==> src/rtl/rou_mng_dispatch.sv <==
// Management-message dispatcher for the roubus message path: classifies each
// accepted message, applies node-local ID/counter actions, and forwards it through one register stage.
module rou_mng_dispatch #(
  parameter int          DWID = 128,
  parameter int          AWID = 32,
  parameter int          TWID = 5,
  parameter int          BWID = (DWID == 512) ? 6 :
                                (DWID == 256) ? 5 :
                                (DWID == 128) ? 4 :
                                (DWID == 64)  ? 3 : 2,
  parameter int          WID  = 2 + DWID + AWID + BWID + TWID,
  parameter int          IDW  = 8,
  parameter int          CNTW = 16,
  parameter logic [31:0] LEGAL = 32'h0000_00FF
) (
  input  logic            clk,
  input  logic            rst,
  input  logic [WID-1:0]  in_msg,
  input  logic            in_vld,
  output logic            in_rdy,
  output logic [WID-1:0]  out_msg,
  output logic            out_vld,
  input  logic            out_rdy,
  output logic [2:0]      out_kind,
  output logic [IDW-1:0]  my_id,
  output logic            id_valid,
  output logic [CNTW-1:0] mng_cnt,
  output logic [CNTW-1:0] bad_cnt,
  input  logic            clr_cnt
);

  typedef enum logic [2:0] {
    K_DATA   = 3'd0,
    K_RESET  = 3'd1,
    K_ENUM   = 3'd2,
    K_CTRL   = 3'd3,
    K_REPORT = 3'd4,
    K_OREQ   = 3'd5,
    K_ORSP   = 3'd6
  } kind_e;

  logic [WID-1:0]  out_msg_q, out_msg_d;
  logic            out_vld_q, out_vld_d;
  kind_e           out_kind_q, out_kind_d;
  logic [IDW-1:0]  my_id_q, my_id_d;
  logic            id_valid_q, id_valid_d;
  logic [CNTW-1:0] mng_cnt_q, mng_cnt_d;
  logic [CNTW-1:0] bad_cnt_q, bad_cnt_d;

  logic [1:0]      cmd;
  logic [TWID-1:0] tag;
  logic [31:0]     legal_sh;
  logic            is_mng;
  logic            bad;
  logic            accept;
  kind_e           kind;

  assign cmd      = in_msg[WID-1 -: 2];
  assign tag      = in_msg[WID-3 -: TWID];
  assign is_mng   = (cmd == 2'b11);
  // Shifting by a tag beyond bit 31 yields 0, so out-of-range tags are illegal.
  assign legal_sh = LEGAL >> tag;
  assign bad      = is_mng && !legal_sh[0];
  assign in_rdy   = !out_vld_q || out_rdy;
  assign accept   = in_vld && in_rdy;

  always_comb begin
    kind = K_DATA;
    if (is_mng) begin
      if (tag[0])                   kind = K_ORSP;
      else if (tag == TWID'(0))     kind = K_RESET;
      else if (tag == TWID'(2))     kind = K_ENUM;
      else if (tag == TWID'(4))     kind = K_CTRL;
      else if (tag == TWID'(6))     kind = K_REPORT;
      else                          kind = K_OREQ;
    end
  end

  always_comb begin
    out_msg_d  = out_msg_q;
    out_vld_d  = out_vld_q;
    out_kind_d = out_kind_q;
    my_id_d    = my_id_q;
    id_valid_d = id_valid_q;
    mng_cnt_d  = mng_cnt_q;
    bad_cnt_d  = bad_cnt_q;

    if (accept && !bad) begin
      out_msg_d  = in_msg;
      out_vld_d  = 1'b1;
      out_kind_d = kind;
      if (kind == K_ENUM && !id_valid_q) begin
        my_id_d                = in_msg[IDW-1:0];
        id_valid_d             = 1'b1;
        out_msg_d[IDW-1:0]     = in_msg[IDW-1:0] + IDW'(1);
      end
      if (kind == K_RESET) begin
        my_id_d    = '0;
        id_valid_d = 1'b0;
      end
    end else if (out_rdy) begin
      // Covers both a plain drain and a bad message dropped while draining.
      out_vld_d = 1'b0;
    end

    if (accept && is_mng && mng_cnt_q != {CNTW{1'b1}}) mng_cnt_d = mng_cnt_q + CNTW'(1);
    if (accept && bad    && bad_cnt_q != {CNTW{1'b1}}) bad_cnt_d = bad_cnt_q + CNTW'(1);
    if (clr_cnt) begin
      mng_cnt_d = '0;
      bad_cnt_d = '0;
    end
  end

  // NOTE: state registers use non-blocking assignments and reset asynchronously,
  // so an in-flight output is discarded the moment rst rises.
  always_ff @(posedge clk or posedge rst) begin
    if (rst) begin
      out_msg_q  <= '0;
      out_vld_q  <= 1'b0;
      out_kind_q <= K_DATA;
      my_id_q    <= '0;
      id_valid_q <= 1'b0;
      mng_cnt_q  <= '0;
      bad_cnt_q  <= '0;
    end else begin
      out_msg_q  <= out_msg_d;
      out_vld_q  <= out_vld_d;
      out_kind_q <= out_kind_d;
      my_id_q    <= my_id_d;
      id_valid_q <= id_valid_d;
      mng_cnt_q  <= mng_cnt_d;
      bad_cnt_q  <= bad_cnt_d;
    end
  end

  assign out_msg  = out_msg_q;
  assign out_vld  = out_vld_q;
  assign out_kind = out_kind_q;
  assign my_id    = my_id_q;
  assign id_valid = id_valid_q;
  assign mng_cnt  = mng_cnt_q;
  assign bad_cnt  = bad_cnt_q;

endmodule
==> config.mk <==
export PLATFORM = sky130hd
export DESIGN_NAME = rou_mng_dispatch
export DESIGN_NICKNAME = d
export VERILOG_FILES = /design/src/rtl/rou_mng_dispatch.sv
export SDC_FILE = /design/constraint.sdc
export NUM_CORES = 1
export LEC_CHECK = 0
export ABC_AREA = 0
export BUFFER_PORTS_ARGS = -buffer_cell sky130_fd_sc_hd__buf_2
export CAP_MARGIN = 0
export CELL_PAD_IN_SITES_DETAIL_PLACEMENT = 1
export CELL_PAD_IN_SITES_GLOBAL_PLACEMENT = 2
export CORE_MARGIN = 8
export CORE_UTILIZATION = 29
export DETAILED_ROUTE_END_ITERATION = 12
export MAX_ROUTING_LAYER = met4
export PLACE_DENSITY_LB_ADDON = 0.1
export SLEW_MARGIN = 20
export SYNTH_ARGS = -nofsm -noshare
export SYNTH_HDL_FRONTEND = slang
export SYNTH_SLANG_ARGS = --single-unit
export TNS_END_PERCENT = 20
==> constraint.sdc <==
create_clock -name clk -period 11.3 [get_ports clk]
set_clock_uncertainty 0.1 [all_clocks]
set_input_delay 1.695 -clock clk [delete_from_list [all_inputs] [get_ports clk]]
set_output_delay 1.695 -clock clk [all_outputs]
set_load 0.03 [all_outputs]
==> results of run 1 <==
-- layer usage --
layer  track usage (%)  vias to the layer above
met5                 -                        -
met4             4.304                        0
met3             7.740                       40
met2             28.30                      271
met1             21.66                     4075
li1                  -                     4089
-- tightest hold or removal path, cell delays in order (launching register included) --
cell     delay (ns)
dfrtp_1        0.33
nand2_1        0.05
nand2_1        0.05
-- per-stage QoR --
stage / hold WS, ns / worst slack [ns] / std cells / cell area (sq um) / total power (uW)
3_5_place_dp: 0.3565 / 6.305 / 1774 / 11460 / 1586
6_report: 0.3650 / 6.701 / 1827 / 12420 / 2467
4_1_cts: 0.3718 / 6.701 / 1822 / 12400 / 2518
5_1_grt: 0.3898 / 6.628 / 1827 / 12420 / 2597
2_1_floorplan: 0.5500 / 3.597 / 1025 / 9121 / 1342
3_3_place_gp: 0.3524 / 6.324 / 1774 / 11460 / 1577
-- worst min path at each step --
stage,startpoint,cells past startpoint,slack [ns],end
floorplan,out_msg[167],2,0.55,out_msg[167]
global placement,out_msg[68],2,0.35,out_msg[68]
detailed placement,out_msg[140],2,0.36,out_msg[140]
CTS,out_msg[140],2,0.37,out_msg[140]
global route,out_msg[154],2,0.39,out_msg[154]
finish,out_msg[35],2,0.37,out_msg[35]
-- logic make-up (layout without fill, tap and decap cells) --
kind of cell | Yosys count | in the layout | synth area share, %
compound gates | 67 | 67 | 4.884
xor+xnor | 3 | 3 | 0.2881
fa+ha+maj | 3 | 3 | 0.4116
buf+inv | 62 | 457 | 2.634
flops | 216 | 216 | 59.26
mux | 19 | 19 | 2.318
other cells | 0 | 5 | 0
simple gates | 655 | 655 | 30.21
-- final cells by class --
type                            count  area [sq um]  share of cell area (%)
Multi-Input combinational cell    747          3500                   28.18
Inverter                           10         45.04                  0.3627
Clock inverter                      7         110.1                  0.8867
Tap cell                          402         503.0                   4.050
Clock buffer                       41         828.3                   6.670
Sequential cell                   216          5405                   43.53
Timing Repair Buffer              399          2014                   16.22
Antenna cell                        5         12.51                  0.1008
-- sequential cells by signal, summed over array words and instances (netlist names) --
register,flops
bad_cnt,16
id_valid,1
mng_cnt,16
my_id,8
out_kind,3
out_msg,171
out_vld,1
-- power breakdown --
part | switching [uW] | total (uW) | internal [uW]
Combinational | 447 | 608 | 161
Clock | 339 | 908 | 569
Sequential | 63.7 | 952 | 888
-- synth_stat cells (3+ instances only) --
cell      number  share of area [%]
or4_1         14                1.2
and3_1         4               0.27
buf_2          6               0.33
mux2_2        17                2.1
nor4_1        17                1.2
a22o_1         8               0.77
nand4_1       12               0.82
o31ai_1       12               0.99
nor3_1         7               0.38
clkbuf_1      42                1.7
nor2_1        24               0.99
buf_1          4               0.16
a21oi_1       15               0.82
nor2b_1       17                1.2
nand2_1      514                 21
dfrtp_1      216                 59
o21ai_0       16               0.88
inv_1          9               0.37
a31oi_1        3               0.21
xor2_1         3               0.29
ha_1           3               0.41
or3_1          8               0.55
nand2b_1      10               0.69
nand3_1       20                1.1
and4_1         3               0.29
==> qor.csv, run 1 <==
metric;value;unit
status;completed;
die_w;193.4;microns
crit_top_cell;buf_2;
r2r-end;out_msg[3];
htreeDepth;1;
grt_pass1_wl;53210;microns
ys_seq_elements;216;
clock-sinks;216;
tns;0;ns
postCtsHoldBufs;0;
clk_pin_slew;0.06;ns
top_layer;met4;
route.met2.wl;15620;microns
critPathMaxFanout;8;
rr_worst_depth;6;
dpl.hpwl;24610;microns
clock_latency;0.52;ns
final_max_slew_viol_count;0;
port_buffers;392;
cap_violations;0;
max_slew_margin;29.94;%
path_depth;4;
vias;8475;
drt-vias-per-instance;4.639;
worstSetupEndpoint;in_rdy;
cp-start-kind;input pin;
critical_path.slowest_cell;clkinv_1;
track_usage;18.19;%
fillers;3803;
totalWireLength;34320;microns
cts_resized;0;
clockRootBuffer;clkbuf_16;
clockBufferDepth;3;
cellLeakagePower;0.006765;uW
setup_violations;0;
netlist_area;0.009121;sq mm
drive_gt1_share;32.82;%
avgSynthCellArea;8.899;sq um
utilization;39.76;%
ys_seq_area_share;59.26;%
synth_nets;1204;
synth-async-reset-ratio;100.0;%
regToRegSetupSlack;7.76;ns
synthFlopType;dfrtp_1;
grt_max_degree;110;
synth_cells;1025;
core_area;0.03123;sq mm
area_growth;36.15;%
rows;65;
dr_wl_met3;3242;microns
postCtsSetupBuffers;0;
cpLargestDelayFamily;buffers and inverters;
antenna_found_initial;5;
drt_iter0_markers;408;
met1_length;14640;microns
hold_viol;0;
tightest_slew;1.051;ns
synth_edf_count;0;
crit_path_end_kind;output port;
pin_count;393;
worstPathRequired;9.51;ns
grt_setup_unrepaired;false;
period_minus_slack;4.599;ns
worstPathArrival;2.80;ns
ys_warn_count;0;
path_cells;buf_2, nor2b_1, clkinv_1, buf_2;
final_cell_mix;nand2_1 (514), buf_2 (392), dfrtp_1 (216);
grt_pass1_vias;8956;
crit_path_start;out_rdy;
max_freq;217.5;MHz
post-route-period-util;40.70;%
drc;0;
place.gp.congestion;0.7681;
vdd_drop_max;0.1019;mV
post_drt_wl_per_cell;18.79;microns
final_common_cell;nand2_1;
hp-class;reg -> reg;
dr.pass1.iters;4;
ant_nets;0;
yosys.cell_types.count;40;
power_density;198.7;mW/mm^2
start_util;29.21;%
grt_remaining_overflow;0;
numCtsBuffers;27;
die_area;0.03738;sq mm
final_nets;1580;
die-height;193.4;microns
cpPeakStageDelay;0.36;ns
r2r_start;out_vld;
cp_num_buf_inv;3;
critPathKind;in -> out;
cts_tree;built;
No activity file was read; power rests on OpenSTA's default activity.
==> run 2, diff against run 1 <==
--- a/config.mk
+++ b/config.mk
@@ -11,7 +11,7 @@
 export CELL_PAD_IN_SITES_DETAIL_PLACEMENT = 1
 export CELL_PAD_IN_SITES_GLOBAL_PLACEMENT = 2
 export CORE_MARGIN = 8
-export CORE_UTILIZATION = 29
+export CORE_UTILIZATION = 24
 export DETAILED_ROUTE_END_ITERATION = 12
 export MAX_ROUTING_LAYER = met4
 export PLACE_DENSITY_LB_ADDON = 0.1
==> constraint.sdc (replaced) <==
create_clock -name clk -period 3.8 [get_ports clk]
set_clock_uncertainty 0.1 [all_clocks]
set_input_delay 0.57 -clock clk [delete_from_list [all_inputs] [get_ports clk]]
set_output_delay 0.57 -clock clk [all_outputs]
set_load 0.03 [all_outputs]
==> qor.csv, run 2 (same netlist as run 1, synthesis figures left out) <==
metric;value;unit
start_util;24.27;%
utilization;33.42;%
port_buffers;392;
placed_cells;1884;
cap_violations;0;
dpl.hpwl;26000;microns
power_density;573.1;mW/mm^2
die_w;211.0;microns
postCtsHoldBufs;0;
cts_tree;built;
ant_nets;0;
vdd_drop_max;0.3038;mV
postPlaceCellArea;0.01166;sq mm
crit_path_end_kind;output port;
grt_pass1_vias;9004;
post-route-period-util;68.16;%
status;completed;
grt_busiest_layer;met2;
max_slew_margin;33.25;%
postCtsSetupBuffers;0;
tns;0;ns
worstPathRequired;3.13;ns
final_common_cell;nand2_1;
final_nets;1582;
tightest_slew;0.9920;ns
drc;0;
hold_viol;0;
track_usage;16.32;%
met2_usage;26.40;%
htreeDepth;1;
place_ws;1.002;ns
totalWireLength;36350;microns
vias;8448;
core_area;0.03758;sq mm
setup_violations;0;
period_minus_slack;2.590;ns
grt_setup_unrepaired;false;
met1_usage;19.67;%
clock-sinks;216;
post_drt_wl_per_cell;18.76;microns
area_growth;37.69;%
worstPathArrival;1.92;ns
grt_max_degree;144;
largest_reg_flops;171;
drt-vias-per-instance;4.359;
use_met3;5.861;%
rr_worst_depth;5;
drt_iter0_markers;284;
final_cell_mix;nand2_1 (514), buf_2 (392), dfrtp_1 (216);
rows;71;
stdcell_area;0.01256;sq mm
die_area;0.04450;sq mm
clk_pin_slew;0.06;ns
grt_remaining_overflow;0;
drive_gt1_share;32.61;%
hp-class;in -> async;
cp-start-kind;flip-flop;
place.gp.congestion;0.7297;
fin_ws;1.210;ns
max_freq;386.1;MHz
cts_resized;0;
clock_latency;0.53;ns
pin_count;393;
critPathMaxFanout;8;
dr.pass1.iters;4;
antenna_found_initial;8;
die-height;211.0;microns
cellLeakagePower;0.006757;uW
regToRegSetupSlack;1.28;ns
final_max_slew_viol_count;0;
fin_cells;1938;
clockBufferDepth;3;
clockRootBuffer;clkbuf_16;
critPathKind;reg -> out;
grt_pass1_wl;55150;microns
numCtsBuffers;28;
[run 2: cell types whose count changed in the layout (fill, tap and decap cells not counted)]
cell / previous run / this run
buf_4: 7 / 3
nor4_2: 1 / 0
clkinvlp_4: 0 / 1
clkbuf_16: 27 / 29
buf_12: 0 / 5
inv_8: 1 / 0
bufinv_16: 3 / 0
diode_2: 5 / 7
nor4_1: 16 / 17
clkbuf_8: 10 / 8
clkbuf_1: 4 / 6
[run 2: final timing paths]
path / start / end
max reg2reg: out_vld / bad_cnt[7]
min: rst / out_msg[82]
min in group clk: in_msg[17] / out_msg[17]
max: out_vld / in_rdy
max in group asynchronous: rst / bad_cnt[14]
min reg2reg: out_msg[143] / out_msg[143]
[run 2: worst max-delay path, cell delays in order (launching register included)]
cell and delay [ns]:
dfrtp_1 0.38, nor2b_1 0.34, clkinv_1 0.37, buf_2 0.30
[run 2: power by group]
group / switching [uW] / leakage, uW / internal, uW
clock: 1020 / 0.000438 / 1530
sequential: 183 / 0.00270 / 2640
combinational: 1330 / 0.00362 / 490
[run 2: per-layer routing]
metal | share of wire (%) | wire (microns)
met1 | 42 | 15430
met2 | 47 | 17270
met3 | 8.6 | 3131
met4 | 1.5 | 529
met5 | 0 | 0
[run 2: metrics by stage]
stage	power, uW	hold WS, ns
after CTS	7370	0.08880
after detailed placement	4737	0.3564
final	7198	0.09052
after global routing	7600	0.1032
after global placement	4714	0.3526
after floorplan	3990	0.5500
[run 2: layout make-up]
type	count	area (sq um)
Antenna cell	7	17.52
Clock buffer	43	858.3
Clock inverter	4	20.02
Fill cell	4505	25020
Inverter	10	41.29
Multi-Input combinational cell	747	3493
Sequential cell	216	5405
Tap cell	511	639.4
Timing Repair Buffer	400	2085
==> run 3, diff against run 2 <==
==> constraint.sdc (replaced) <==
create_clock -name clk -period 2.3 [get_ports clk]
set_clock_uncertainty 0.1 [all_clocks]
set_input_delay 0.345 -clock clk [delete_from_list [all_inputs] [get_ports clk]]
set_output_delay 0.345 -clock clk [all_outputs]
set_load 0.03 [all_outputs]
==> qor.csv, run 3 (same netlist as run 1, synthesis figures left out) <==
metric;value;unit
setup_violations;0;
route.met2.wl;18240;microns
tns;0;ns
rows;71;
grt_max_degree;79;
worstPathArrival;1.76;ns
power_density;854.7;mW/mm^2
critPathKind;reg -> out;
ant_nets;0;
htreeDepth;1;
grt_setup_unrepaired;false;
die_area;0.04450;sq mm
final_common_cell;nand2_1;
final_max_slew_viol_count;0;
area_growth;59.38;%
critPathMaxFanout;5;
cellLeakagePower;0.007631;uW
tightest_slew;0.6664;ns
cp-start-kind;flip-flop;
fin_cells;2124;
worstPathRequired;1.86;ns
vdd_drop_max;0.5978;mV
r2r_start;bad_cnt[0];
drc;0;
final_nets;1772;
clockRootBuffer;clkbuf_16;
track_usage;17.56;%
hp-class;in -> reg;
hold_path_end;out_kind[0];
grt_remaining_overflow;0;
power;12430;uW
grt_pass1_wl;60360;microns
vias;9163;
clock-sinks;216;
post-route-period-util;95.67;%
start_util;24.27;%
final_cell_mix;nand2_1 (514), buf_2 (392), dfrtp_1 (216);
clock_latency;0.55;ns
crit_path_end_kind;output port;
dpl.hpwl;27050;microns
placed_cells;1912;
pin_count;393;
die_w;211.0;microns
status;completed;
r2r-end;bad_cnt[8];
rr_worst_depth;5;
core_area;0.03758;sq mm
largest_reg_flops;171;
top_layer;met4;
max_freq;454.5;MHz
hold_viol;0;
numCtsBuffers;28;
drt_iter0_markers;266;
period_minus_slack;2.200;ns
dr.pass1.iters;4;
die-height;211.0;microns
met1_length;16340;microns
totalWireLength;38540;microns
cap_violations;0;
clockBufferDepth;3;
hold_depth;3;
dr_wl_met3;2615;microns
regToRegSetupSlack;0.17;ns
clk_pin_slew;0.05;ns
port_buffers;392;
cts_tree;built;
antenna_found_initial;1;
max_slew_margin;55.23;%
grt_pass1_vias;10173;
place.gp.congestion;0.7459;
post_drt_wl_per_cell;18.15;microns
drt-vias-per-instance;4.314;
hp-start;in_msg[164];
drive_gt1_share;31.02;%
## run 3: cell count changes in the layout (fill, tap and decap cells not counted), moves of 2 or more
cell           delta
dlygate4sd3_1   +162
buf_4            +21
clkinvlp_4        +2
buf_12            +7
or4_4             +2
clkbuf_1          -2
or4_1             -2
diode_2           -6
## run 3: area by class of cell
class | count | area (sq um)
clock buffers | 42 | 864.6
inverters | 10 | 45.04
well taps | 511 | 639.4
clock inverters | 7 | 62.56
diodes | 1 | 2.502
flip-flops and latches | 216 | 5405
fillers | 4486 | 23040
repair buffers | 590 | 4004
multi-input cells | 747 | 3515
## run 3: worst max path at each step
stage | endpoint | start | cells past startpoint | slack (ns)
6_report | in_rdy | out_vld | 5 | 0.1
5_1_grt | in_rdy | out_vld | 5 | 0.04
4_1_cts | in_rdy | out_vld | 5 | 0.02
3_5_place_dp | out_msg[7] | in_msg[166] | 5 | 0.01
3_3_place_gp | out_msg[7] | in_msg[166] | 5 | 0.02
2_1_floorplan | bad_cnt[0] | rst | 1 | -0.96
## run 3: repair_timing
action	in CTS	in global routing
setup buffers	0	0
hold endpoints to repair	181	0
gates resized for setup	2	4
hold buffers	162	0
endpoints found under the setup margin	1	4
## run 3: metal layers
metal  vias to the layer above  global-route usage, %
li1                       4460                      -
met1                      4396                  21.36
met2                       248                  27.65
met3                        59                  5.297
met4                         0                  5.743
met5                         -                      -
## run 3: metrics by stage
| step | utilization [%] | hold slack [ns] | setup WS [ns] | area, sq um |
|---|---|---|---|---|
| final | 38.69 | 0.04163 | 0.09962 | 14540 |
| after global placement | 31.83 | 0.2206 | 0.01636 | 11960 |
| after global routing | 38.69 | 0.04869 | 0.03696 | 14540 |
| after detailed placement | 31.83 | 0.2244 | 0.01416 | 11960 |
| after floorplan | - | 0.3423 | -0.9571 | 9125 |
| after CTS | 38.63 | 0.008100 | 0.02265 | 14520 |
## run 3: critical path: stages, from the launching register on
cell        delay (ns)
dfrtp_1           0.34
nor2b_4           0.20
buf_4             0.16
clkinvlp_4        0.14
buf_4             0.19
buf_2             0.18
## run 3: power by group
group	total [uW]	switching [uW]	internal, uW
Sequential	4660	297	4360
Clock	4420	1740	2680
Combinational	3350	2300	1050
Total	12400	4330	8090
